File: src/rtl/horner_poly_eval.sv
// Polynomial evaluator y = c[N]*x^N + ... + c[0] using Horner's rule.
// One accumulator and one shared multiply/add step per cycle, sequenced by a small FSM.
module horner_poly_eval #(
  parameter int unsigned WIDTH  = 16,
  parameter int unsigned XW     = 8,
  parameter int unsigned DEGREE = 2
) (
  input  logic                      clk,
  input  logic                      RST,
  input  logic                      start,
  input  logic [XW-1:0]             x,
  input  logic [(DEGREE+1)*WIDTH-1:0] coef,
  output logic                      busy,
  output logic                      done,
  output logic [WIDTH-1:0]          result,
  output logic                      overflow
);

  localparam int unsigned PW = WIDTH + XW;
  localparam int unsigned CW = (DEGREE + 1) * WIDTH;

  if (DEGREE < 1 || DEGREE > 15) begin : gen_bad_degree
    $error("horner_poly_eval: DEGREE must be in 1..15");
  end

  typedef enum logic [1:0] {StIdle, StMul, StAdd} state_e;

  state_e            state_q, state_d;
  logic [WIDTH-1:0]  acc_q, acc_d;
  logic [WIDTH-1:0]  result_q, result_d;
  logic [XW-1:0]     x_q, x_d;
  logic [CW-1:0]     coef_q, coef_d;
  logic [3:0]        k_q, k_d;
  logic              busy_q, busy_d;
  logic              done_q, done_d;
  logic              ovf_q, ovf_d;

  logic [PW-1:0]     prod;
  logic [WIDTH-1:0]  coef_k;
  logic [WIDTH:0]    sum;

  // Product kept at full width so any bits lost to truncation can flag overflow.
  assign prod   = PW'(acc_q) * PW'(x_q);
  assign coef_k = coef_q[k_q*WIDTH +: WIDTH];
  assign sum    = {1'b0, acc_q} + {1'b0, coef_k};

  always_comb begin
    state_d  = state_q;
    acc_d    = acc_q;
    result_d = result_q;
    x_d      = x_q;
    coef_d   = coef_q;
    k_d      = k_q;
    busy_d   = busy_q;
    done_d   = 1'b0;
    ovf_d    = ovf_q;
    case (state_q)
      StIdle: begin
        if (start) begin
          x_d     = x;
          coef_d  = coef;
          acc_d   = coef[DEGREE*WIDTH +: WIDTH];
          k_d     = 4'(DEGREE - 1);
          ovf_d   = 1'b0;
          busy_d  = 1'b1;
          state_d = StMul;
        end
      end
      StMul: begin
        acc_d = prod[WIDTH-1:0];
        if (|prod[PW-1:WIDTH]) ovf_d = 1'b1;
        state_d = StAdd;
      end
      StAdd: begin
        if (sum[WIDTH]) ovf_d = 1'b1;
        if (k_q != 4'd0) begin
          acc_d   = sum[WIDTH-1:0];
          k_d     = k_q - 4'd1;
          state_d = StMul;
        end else begin
          result_d = sum[WIDTH-1:0];
          done_d   = 1'b1;
          busy_d   = 1'b0;
          state_d  = StIdle;
        end
      end
      default: state_d = StIdle;
    endcase
  end

  always_ff @(posedge clk or negedge RST) begin
    if (!RST) begin
      state_q  <= StIdle;
      acc_q    <= '0;
      result_q <= '0;
      x_q      <= '0;
      coef_q   <= '0;
      k_q      <= '0;
      busy_q   <= 1'b0;
      done_q   <= 1'b0;
      ovf_q    <= 1'b0;
    end else begin
      state_q  <= state_d;
      acc_q    <= acc_d;
      result_q <= result_d;
      x_q      <= x_d;
      coef_q   <= coef_d;
      k_q      <= k_d;
      busy_q   <= busy_d;
      done_q   <= done_d;
      ovf_q    <= ovf_d;
    end
  end

  assign busy     = busy_q;
  assign done     = done_q;
  assign result   = result_q;
  assign overflow = ovf_q;

endmodule
File: config.mk
export PLATFORM = sky130hd
export DESIGN_NAME = horner_poly_eval
export DESIGN_NICKNAME = d
export VERILOG_FILES = /design/src/rtl/horner_poly_eval.sv
export SDC_FILE = /design/constraint.sdc
export NUM_CORES = 1
export LEC_CHECK = 0
export CAP_MARGIN = 20
export CORE_MARGIN = 8
export CORE_UTILIZATION = 55
export CTS_BUF_LIST = sky130_fd_sc_hd__clkbuf_4 sky130_fd_sc_hd__clkbuf_8
export DETAILED_ROUTE_END_ITERATION = 10
export DONT_BUFFER_PORTS = 1
export HOLD_SLACK_MARGIN = 0.06
export PLACE_DENSITY = 0.81
export SYNTH_ARGS = -nofsm -noshare
export SYNTH_HDL_FRONTEND = slang
export SYNTH_SLANG_ARGS = --single-unit
File: constraint.sdc
create_clock -name clk -period 4.9 [get_ports clk]
set_clock_uncertainty 0.2 [all_clocks]
set_input_delay 0.245 -clock clk [delete_from_list [all_inputs] [get_ports clk]]
set_output_delay 0.245 -clock clk [all_outputs]
set_load 0.03 [all_outputs]
==> results of run 1 <==
[cells by family after synthesis]
logic type               count (synthesis)  synth area share
AND/OR/NAND/NOR                        323            0.1693
AO/OA/AOI/OAI                          167            0.1232
buffers and inverters                  152           0.06218
adder cells (fa/ha/maj)                150            0.2694
flip-flops                              97            0.2600
multiplexers                            83           0.09729
XOR/XNOR                                20           0.01876
[repair_timing]
action / in CTS / in global routing
setup buffers: 10 / 13
setup endpoints to repair: 5 / 6
hold endpoints to repair: 175 / 0
pin swaps: 6 / 15
hold buffers: 59 / 0
gates resized for setup: 14 / 44
[cells in the final DEF, fill, tap and decap left out, types with 25 or more instances in the layout]
| cell type | n |
|---|---|
| a21oi_1 | 39 |
| and2_1 | 90 |
| buf_4 | 104 |
| dfrtp_1 | 87 |
| dlygate4sd3_1 | 58 |
| fa_1 | 83 |
| ha_1 | 57 |
| inv_1 | 106 |
| mux2_2 | 61 |
| nand2_1 | 95 |
| nor2_1 | 71 |
| o21ai_0 | 25 |
[synthesized netlist by cell type (21+ instances only)]
| master | count | area (um2) |
|---|---|---|
| a21oi_1 | 41 | 205.2 |
| dfrtp_1 | 97 | 2427 |
| o21ai_0 | 30 | 150.1 |
| mux2_2 | 61 | 686.9 |
| nor2_1 | 72 | 270.3 |
| mux2i_1 | 21 | 210.2 |
| clkbuf_1 | 33 | 123.9 |
| ha_1 | 65 | 813.3 |
| inv_1 | 111 | 416.7 |
| and2_1 | 94 | 588.1 |
| nand2_1 | 99 | 371.6 |
| fa_1 | 85 | 1702 |
[path summary, 6_finish.rpt]
| path | start | endpoint | slack [ps] | cells after the start |
|---|---|---|---|---|
| worst max-delay path | x_q[3] | overflow | -260 | 17 |
| worst min register to register | coef_q[15] | coef_q[15] | 320 | 1 |
| worst max register to register | x_q[3] | overflow | -260 | 17 |
| min in group clk | coef_q[15] | coef_q[15] | 320 | 1 |
| max in group asynchronous | RST | acc_q[6] | 3840 | 2 |
| worst min-delay path | RST | coef_q[12] | 230 | 2 |
[final cells by class]
| type | count | area, um2 | share of cell area |
|---|---|---|---|
| inverters | 112 | 420.4 | 0.03670 |
| repair buffers | 170 | 1470 | 0.1283 |
| flip-flops and latches | 97 | 2440 | 0.2130 |
| multi-input cells | 743 | 6625 | 0.5783 |
| well taps | 220 | 275.3 | 0.02403 |
| clock buffers | 9 | 123.9 | 0.01081 |
| diodes | 1 | 2.502 | 0.0002184 |
| clock inverters | 7 | 98.84 | 0.008628 |
[stage by stage]
step	cells	TNS, ps	cell area (um2)	utilization
final	1359	-470.2	11460	0.6908
after global routing	1359	-1450	11460	0.6908
after CTS	1345	-319.0	11210	0.6760
after detailed placement	1260	-989.8	10260	0.6189
after global placement	1260	-598.6	10260	0.6189
after floorplan	992	0	9539	-
[worst max-delay path, cell delays in order, from the launching register on]
cell	delay, ps
dfrtp_2	470
buf_4	170
and2_1	160
fa_1	500
fa_1	460
fa_1	560
inv_1	60
fa_1	530
inv_1	60
ha_4	250
a21oi_1	280
o21a_1	250
a2bb2oi_1	180
o31a_1	170
a21oi_2	70
mux2i_1	140
a41oi_2	210
mux2_1	330
[flip-flops by register name, indices dropped and copies added (netlist names)]
register,flops
acc_q,16
busy,1
coef_q,48
done,1
k_q,4
overflow,1
result,16
state_q,2
x_q,8
[layer usage]
| layer | wire length, um | up-vias | track usage |
|---|---|---|---|
| met2 | 13450 | 389 | 0.4271 |
| met4 | 1020 | 0 | 0.1072 |
| met1 | 10700 | 3978 | 0.3028 |
| li1 | - | 3596 | - |
| met5 | 0 | - | 0 |
| met3 | 1820 | 94 | 0.04944 |
==> flow_summary.toml, run 1 <==
[run_status]
status = "complete, but fails checks"
violations = "negative setup slack"

[floorplanning]
initial_utilization = 0.5630
dieHeight_um = 146.3
ioPinCount = 78
core-area_um2 = 16580
die_width_um = 146.3
die_area_um2 = 21400
rows = 47

[synthesis]
syn_nets = 1201
avgSynthCellArea_um2 = 9.412
ys_async_sr_fraction = 1.000
synthCells = 992
synth.yosys.seq_area_share = 0.2600
synth_edf_count = 0
ys_types = 68
ys_ff_latch = 97
synth_area_um2 = 9336
ys_warn_count = 0
synth_ff_type = "dfrtp_1"

[placement]
dp_hpwl_um = 18740
pre_cts_slack_ps = -382.1
gp_congestion = 0.9372
portBuffers = 0

[global_routing]
grt-ovfl-total = 0
grt_max_degree = 98
grt_first_pass_wirelength_um = 43590
grt.total_usage = 0.2503
grt_pass1_vias = 8606
antenna_found_initial = 1

[drt]
drtIter0Drc = 651
firstDrtPassIters = 5
drc_errors = 0
wl_per_cell_um = 19.86
wl_um = 26990
viasPerCell = 5.929
antenna_left = 0
via_count = 8057

[clocking]
clkTransAtPathRegs_ps = 120
clock-sinks = 97
cts_tree = "built"
ctsHtreeMaxLevel = 3
clkLatencyLatePin_ps = 400
cts_buffer_depth = 2
numCtsBuffers = 9
root_buffer = "clkbuf_8"

[timing]
finalMaxSlewViolations = 0
slew_headroom = 0.4059
rsz0062_at_grt = "yes"
tightest_slew_ps = 888.1
setup_violations = 3
max_freq_mhz = 193.7
fin_ws_ps = -261.6
timing.final.crit_share = 1.053
finalHoldViolations = 0
post-route-min-period_ps = 5162
hold_ws_ps = 228.0

[layout]
nets = 1342
syn2layout_area_growth_pct = 22.70
final_layout_size_suffix_gt1_frac = 0.2285
nFillCells = 1170

[min_path]
min_path_type = "in -> async"

[worst_setup_path]
path_max_fanout = 7
startpoint_type = "register"
endpoint_kind = "register"
crit_arrival_ps = 5260
crit_type = "reg -> reg"
required_ps = 4990

[flow_run]
timing.max_cap.violations = 0
Power of run 1 is left out: the tool's default activity adds up to more than one toggle a clock period on the data nets, which glitch-free logic cannot reach.
==> run 2, diff against run 1 <==
--- a/config.mk
+++ b/config.mk
@@ -7,12 +7,12 @@
 export LEC_CHECK = 0
 export CAP_MARGIN = 20
 export CORE_MARGIN = 8
-export CORE_UTILIZATION = 55
+export CORE_UTILIZATION = 40
 export CTS_BUF_LIST = sky130_fd_sc_hd__clkbuf_4 sky130_fd_sc_hd__clkbuf_8
 export DETAILED_ROUTE_END_ITERATION = 10
 export DONT_BUFFER_PORTS = 1
 export HOLD_SLACK_MARGIN = 0.06
-export PLACE_DENSITY = 0.81
+export PLACE_DENSITY = 0.64
 export SYNTH_ARGS = -nofsm -noshare
 export SYNTH_HDL_FRONTEND = slang
 export SYNTH_SLANG_ARGS = --single-unit
==> run 2 against run 1 <==
Compared with the run above:
- the run still ends with negative setup slack left
- final cell count increased by 7.0%
- global-route usage decreased by 6.8 points
- clock-buffer cell count unchanged
- core utilization decreased by 19 points
- critical path depth unchanged
- via count decreased by 6.2%
- non-clock buffer count decreased by 4
- first-iteration DRC count decreased by 27%
- maximum frequency increased by 0.74%
- register-to-register slack improved by 40 ps
- design area increased by 0.66%
- hold slack improved by 69 ps
==> flow_summary.toml, run 2 (same netlist as run 1, synthesis figures left out) <==
[floorplanning]
die_width_um = 168.8
rows = 56
initial_utilization = 0.4026
die_area_um2 = 28490
dieHeight_um = 168.8
core-area_um2 = 23190
ioPinCount = 78

[layout]
nets = 1338
final_cell_mix = "inv_1 (106), buf_4 (96), nand2_1 (95)"
final_layout_size_suffix_gt1_frac = 0.2310
syn2layout_area_growth_pct = 23.51
final_common_cell = "inv_1"
largest_register = "coef_q"
largest_reg_flops = 48

[global_routing]
antenna_found_initial = 1
grt_pass1_vias = 7891
grt-ovfl-total = 0
grt_first_pass_wirelength_um = 41790
grt.total_usage = 0.1827
grt_max_degree = 98

[placement]
dp_hpwl_um = 19100
portBuffers = 0
gp_congestion = 0.8461

[clocking]
ctsHtreeMaxLevel = 3
clkTransAtPathRegs_ps = 110
clock-sinks = 97
numCtsBuffers = 9
clkLatencyLatePin_ps = 390
root_buffer = "clkbuf_8"
cts_buffer_depth = 2
cts_tree = "built"

[drt]
antenna_left = 0
wl_um = 25200
via_count = 7554
drtIter0Drc = 474
viasPerCell = 5.195
drc_errors = 0
firstDrtPassIters = 6
wl_per_cell_um = 17.33

[min_path]
min_path_type = "in -> async"

[worst_setup_path]
path_max_fanout = 4
crit_arrival_ps = 5200
startpoint_type = "register"
endpoint_kind = "register"
required_ps = 4970
crit_type = "reg -> reg"

[timing]
timing.final.crit_share = 1.046
fin_ws_ps = -223.9
rsz0062_at_grt = "yes"
slew_headroom = 0.2708
finalHoldViolations = 0
hold_ws_ps = 296.5
finalMaxSlewViolations = 0
tightest_slew_ps = 1090
post-route-min-period_ps = 5124
setup_violations = 2
max_freq_mhz = 195.2

[run_status]
violations = "negative setup slack"
status = "complete, but fails checks"

[flow_run]
timing.max_cap.violations = 0
run 2: through the flow:
step                        util  instance area [um2]  std cells  setup WS, ps  TNS (ps)
final                     0.4972                11530       1454        -223.9    -340.2
after global routing      0.4971                11530       1453        -367.8     -1017
after CTS                 0.4939                11450       1451        -193.7    -336.1
after detailed placement  0.4473                10380       1359        -388.9    -978.6
after global placement    0.4473                10380       1359        -359.5    -828.1
after floorplan                -                 9539        992        0.9801         0
run 2: final cells by class:
type	instances	area [um2]
Timing Repair Buffer	166	1451
Inverter	112	420.4
Clock buffer	9	123.9
Fill cell	2112	11660
Antenna cell	1	2.502
Sequential cell	97	2445
Clock inverter	7	61.31
Tap cell	319	399.1
Multi-Input combinational cell	743	6628
run 2: timing repair:
item	4_1_cts	5_1_grt
setup buffers	17	2
hold buffers	59	0
endpoints found under the hold margin	175	0
setup endpoints to repair	4	5
pin swaps	37	19
resized for setup	47	16
run 2: metal layers:
layer	GRT usage	share of wire
met5	0	0
met4	0.03882	0.012
met3	0.03494	0.057
met2	0.2997	0.47
met1	0.2470	0.46
run 2: worst max-delay path, cell delays in order (launching register included):
cell,delay [ps]
dfrtp_2,430
buf_4,150
and2_4,130
fa_1,590
fa_2,440
fa_1,490
inv_1,50
fa_1,490
inv_2,50
ha_4,180
nor4_4,290
o21ai_2,120
nand3_2,110
nand2_2,70
or3_4,330
a2111oi_2,380
a41oi_1,170
mux2_1,330
run 2: path summary, 6_finish.rpt:
| path | end | startpoint | cells after the start | slack (ps) |
|---|---|---|---|---|
| worst max-delay path | overflow | x_q[5] | 17 | -220 |
| worst min-delay path | coef_q[1] | RST | 2 | 300 |
| worst max register to register | overflow | x_q[5] | 17 | -220 |
| worst min register to register | coef_q[1] | coef_q[1] | 1 | 310 |
| max in group asynchronous | x_q[7] | RST | 2 | 3790 |
| min in group clk | coef_q[1] | coef_q[1] | 1 | 310 |
Power of run 2 is left out for the same reason.
